### config.mk
export PLATFORM = sky130hd
export DESIGN_NAME = generic_sync_mem
export DESIGN_NICKNAME = d
export VERILOG_FILES = /design/src/rtl/mem_pkg.sv /design/src/rtl/generic_sync_mem.sv
export SDC_FILE = /design/constraint.sdc
export NUM_CORES = 2
export LEC_CHECK = 0
export CAP_MARGIN = 5
export CORE_ASPECT_RATIO = 0.7
export CORE_UTILIZATION = 35
export CTS_BUF_LIST = sky130_fd_sc_hd__clkbuf_8
export DETAILED_ROUTE_END_ITERATION = 10
export PLACE_DENSITY = 0.55
export SLEW_MARGIN = 0
export SYNTH_ARGS = -nofsm -noshare
export SYNTH_HDL_FRONTEND = slang
export SYNTH_SLANG_ARGS = --single-unit
### constraint.sdc
create_clock -name clk -period 2.17 [get_ports clk]
set_input_delay 0.5425 -clock clk [delete_from_list [all_inputs] [get_ports clk]]
set_output_delay 0.5425 -clock clk [all_outputs]
set_load 0.01 [all_outputs]
### src/rtl/mem_pkg.sv
// Shared defaults for the generic synchronous memory: bus widths and depth derivation.
package mem_pkg;

  localparam int unsigned DEF_ADDR_WIDTH = 8;
  localparam int unsigned DEF_DATA_WIDTH = 8;

  // Full address space of an ADDR_WIDTH-bit bus.
  function automatic int unsigned depth_for(input int unsigned addr_width);
    return 32'd1 << addr_width;
  endfunction

endpackage

### src/rtl/generic_sync_mem.sv
// Single-port synchronous RAM with chip-select, write-enable and output-enable.
// Registered read data (one cycle latency); write wins over read when both are requested.
module generic_sync_mem
  import mem_pkg::*;
#(
  parameter int unsigned ADDR_WIDTH = DEF_ADDR_WIDTH,
  parameter int unsigned DATA_WIDTH = DEF_DATA_WIDTH,
  parameter int unsigned DEPTH      = depth_for(ADDR_WIDTH)
) (
  input  logic                  clk,
  input  logic                  rst_n,
  input  logic [ADDR_WIDTH-1:0] address,
  input  logic [DATA_WIDTH-1:0] data_in,
  output logic [DATA_WIDTH-1:0] data_out,
  input  logic                  cs,
  input  logic                  we,
  input  logic                  oe
);

  // One extra bit so the range compare still works when DEPTH == 2**ADDR_WIDTH.
  localparam logic [ADDR_WIDTH:0] DEPTH_LIM = DEPTH[ADDR_WIDTH:0];

  logic [DATA_WIDTH-1:0] mem_q [DEPTH];
  logic [DATA_WIDTH-1:0] data_out_q;
  logic [DATA_WIDTH-1:0] data_out_d;
  logic                  in_range;
  logic                  wr_en;
  logic                  rd_en;

  assign in_range = ({1'b0, address} < DEPTH_LIM);
  assign wr_en    = cs && we;
  assign rd_en    = cs && !we && oe;

  // Array has no reset so it maps onto block RAM; contents survive rst_n.
  always_ff @(posedge clk) begin
    if (wr_en && in_range) begin
      mem_q[address] <= data_in;
    end
  end

  always_comb begin
    data_out_d = data_out_q;
    if (rd_en) begin
      data_out_d = in_range ? mem_q[address] : '0;
    end
  end

  always_ff @(posedge clk or negedge rst_n) begin
    if (!rst_n) begin
      data_out_q <= '0;
    end else begin
      data_out_q <= data_out_d;
    end
  end

  assign data_out = data_out_q;

endmodule

==> impl_metrics.py <==
metrics = {
    "routing": {
        "viasPerCell": 5.48,
        "drcViolationCount": 0,
        "route.detailed.wl_per_inst_um": 30.7,
        "initialDrtViolationCount": 5964,
        "firstDrtPassIters": 5,
        "route.vias.total": 44700,
        "detail_route.wirelength_mm": 250,
        "drt.antenna.violating_nets": 0,
    },
    "synthesis": {
        "synth_ff_type": "edfxtp_1",
        "synth_area_leader_cell": "edfxtp_1",
        "synthMostInstantiatedCell": "edfxtp_1",
        "synth_area_per_cell_um2": 20.8,
        "mappedNetlistNets": 3864,
        "post_synth_instance_area_um2": 80100,
        "synth_top_cells_by_count": "edfxtp_1 (2048), mux4_2 (463), nor2_1 (297)",
        "synth.yosys.seq_area_share": 0.771,
        "yosys_warnings": 0,
        "post_synth_cell_types": 71,
        "synthTopCellsByArea": "edfxtp_1 (77%), mux4_2 (13%), mux2i_1 (1.5%)",
        "netlist_instances": 3843,
        "synth_edf_count": 2048,
        "ys_seq_elements": 2056,
        "async_flop_share": 0.00389,
        "synth_top_cell_area_share": 0.768,
    },
    "cells_and_area": {
        "final_cells": 8156,
        "fillerInstances": 19300,
        "design.final.nets": 4911,
        "area_delta_synth_final_pct": 27.5,
        "layout-drive-gt1-share": 0.429,
    },
    "status": {
        "violated_checks": "negative setup slack",
        "status": "finished, violations left",
    },
    "grt": {
        "grt_antenna_before_repair": 18,
        "grt_max_degree": 80,
        "grt_pass1_wl_mm": 350,
        "grt_usage": 0.215,
        "gr-total-overflow": 0,
        "top_usage_layer": "met1",
        "global_route.usage.met1": 0.337,
        "globalRouteMet3Util": 0.0476,
        "met2_usage": 0.303,
        "first_global_vias": 44400,
    },
    "clocking": {
        "cts_root_buffer": "clkbuf_8",
        "cts_tree": "yes",
        "clock_slew_at_reported_path_ffs_ns": 0.07,
        "worst_skew_pair.late_latency_ns": 0.94,
        "clockBufferDepth": 4,
        "clock_tree.htree_level_count": 5,
        "clock_sinks": 2056,
        "cts_buffers": 316,
    },
    "hold_path": {
        "worst_hold_path_type": "in2reg",
    },
    "timing": {
        "final_min_period_over_clock_period": 1.14,
        "post-route-worst-setup-slack_ns": -0.308,
        "setup_viol": 7,
        "hold_violations": 0,
        "rsz_0062_raised_after_global_routing": "true",
        "tightestPinTransition_ns": 0.713,
        "max_clk_rate_ghz": 0.404,
        "timing_max_transition_violations_final": 0,
        "fin_crit_ns": 2.48,
        "slew_headroom": 0.520,
        "finClkSkew_ns": 0.0621,
    },
    "power_and_ir_drop": {
        "pwr-share-comb": 0.070,
        "switching_share": 0.237,
        "p_clk_frac": 0.376,
        "max-vdd-ir-drop_uv": 478,
        "total_power_density_per_cell_area_nw_per_um2": 774,
        "power.internal_mw": 60.2,
        "share_of_power_burned_in_registers": 0.554,
        "p_leak_nw": 33.2,
        "power_switching_mw": 18.7,
    },
    "floorplan": {
        "floorplan.rows": 146,
        "floorplan.initialDensity": 0.353,
        "floorplan.die.width_um": 574,
        "ios": 29,
        "design.core.area_um2": 227000,
        "total_die_area_um2": 231000,
        "height_of_the_die_um": 402,
    },
    "setup_path": {
        "critPathCapture": "data_out[6]$_DFFE_PN0P_",
        "worstSetupPathType": "reg2reg",
        "crit_path_end_kind": "register",
        "crit_path_max_incr_delay_ns": 0.58,
        "worst-endpoint-arrival_ns": 3.29,
        "reg2reg_from": "mem_q[175][6]$_DFFE_PP_",
        "path_cells": "mux4_2, a22oi_2, nand4_1, buf_4, a2111o_1, a31oi_4, a31oi_1",
        "timing.critical_path.slowest_stage_cell": "mux4_2",
        "worst-r2r-cell-count": 7,
        "critical_path_peak_fanout": 1,
        "rrSetupSlack_ns": -0.31,
        "start_kind": "register",
        "rr_endpoint": "data_out[6]$_DFFE_PN0P_",
        "critical_path_required_ns": 2.99,
        "crit_path_start": "mem_q[175][6]$_DFFE_PP_",
    },
    "run": {
        "max_cap_viol_count": 0,
    },
    "place": {
        "hpwlAfterDp_mm": 171,
        "worst_slack_placed_ns": -1.50,
        "dp.cells": 7599,
        "gpl.final_weighted_congestion": 0.846,
        "count_of_input_and_output_buffers": 28,
    },
}
area by class of cell:
| class | count | area (um2) | area share |
|---|---|---|---|
| Sequential cell | 2056 | 61700 | 0.605 |
| Multi-Input combinational cell | 1543 | 19300 | 0.189 |
| Timing Repair Buffer | 969 | 11700 | 0.115 |
| Clock buffer | 323 | 4450 | 0.0436 |
| Tap cell | 3034 | 3800 | 0.0372 |
| Clock inverter | 226 | 1080 | 0.0106 |
| Inverter | 4 | 17.5 | 0.000172 |
| Antenna cell | 1 | 2.50 | 0.0000245 |
placed cells by master, fill, tap and decap left out, types with 77 or more instances in the layout:
| cell | instances |
|---|---|
| edfxtp_1 | 2048 |
| inv_1 | 106 |
| mux2i_1 | 118 |
| buf_4 | 594 |
| nor2_4 | 175 |
| buf_12 | 339 |
| mux4_2 | 463 |
| clkbuf_8 | 331 |
| clkinv_1 | 77 |
| nand2_1 | 103 |
what timing repair did:
action                                  CTS  global route
endpoints found under the setup margin   16             8
pin swaps                                26            17
gates cloned                              1             1
gates resized for setup                 108            46
buffers inserted                          6             0
hold buffers                              2             0
endpoints found under the hold margin    12             0
critical path: cells and delay by family (launching register included):
family / cells / cell delay, ns
DFF: 1 / 0.36
muxes: 1 / 0.58
and+or+nand+nor: 1 / 0.22
buffers and inverters: 1 / 0.21
AOI/OAI and AO/OA: 4 / 0.96
registers in the layout (all words and copies together), names as in the netlist:
signal	flops
data_out	8
mem_q	2048
per-layer routing:
metal | share of wire | up-vias | routed length, um
li1 | - | 18200 | -
met1 | 0.46 | 24000 | 115000
met2 | 0.42 | 2145 | 106000
met3 | 0.097 | 321 | 24300
met4 | 0.021 | 4 | 5180
met5 | 0.00014 | - | 34
cell families after synthesis:
| logic type | count (synthesis) | share of synthesized area |
|---|---|---|
| multiplexers | 605 | 0.148 |
| flip-flops | 2056 | 0.771 |
| AO/OA/AOI/OAI | 326 | 0.0284 |
| AND/OR/NAND/NOR | 612 | 0.0341 |
| buffers and inverters | 244 | 0.0185 |
per-stage QoR:
| stage | power [mW] | area (um2) | TNS, ns | util | hold slack [ns] |
|---|---|---|---|---|---|
| global placement | 49.9 | 95900 | -1170.30 | 0.423 | 0.635 |
| detailed placement | 50.0 | 95900 | -1174.52 | 0.423 | 0.651 |
| global route | 81.3 | 102000 | -0.896 | 0.450 | 0.0231 |
| floorplan | 46.9 | 82500 | -468.59 | - | 0.247 |
| finish | 79.0 | 102000 | -0.753 | 0.450 | 0.0780 |
| CTS | 79.4 | 102000 | -0.519 | 0.449 | 0.00208 |
power groups by stage:
stage / logic [mW] / clock network [mW] / registers [mW]
after CTS: 5.44 / 30.2 / 43.8
final: 5.53 / 29.6 / 43.8
after global routing: 5.73 / 31.9 / 43.7
after global placement: 5.29 / 0 / 44.6
after floorplan: 2.31 / 0 / 44.6
after detailed placement: 5.33 / 0 / 44.6
worst min path at each step:
stage | startpoint | end | slack [ns] | cells after the start
finish | data_in[4] | mem_q[74][4]$_DFFE_PP_ | 0.08 | 1
global route | data_in[4] | mem_q[74][4]$_DFFE_PP_ | 0.02 | 1
CTS | data_in[4] | mem_q[73][4]$_DFFE_PP_ | 0.002 | 1
detailed placement | data_out[2]$_DFFE_PN0P_ | data_out[2]$_DFFE_PN0P_ | 0.65 | 2
global placement | data_out[2]$_DFFE_PN0P_ | data_out[2]$_DFFE_PN0P_ | 0.63 | 2
floorplan | rst_n | data_out[0]$_DFFE_PN0P_ | 0.25 | 0
No activity file was read; power rests on OpenSTA's default activity.
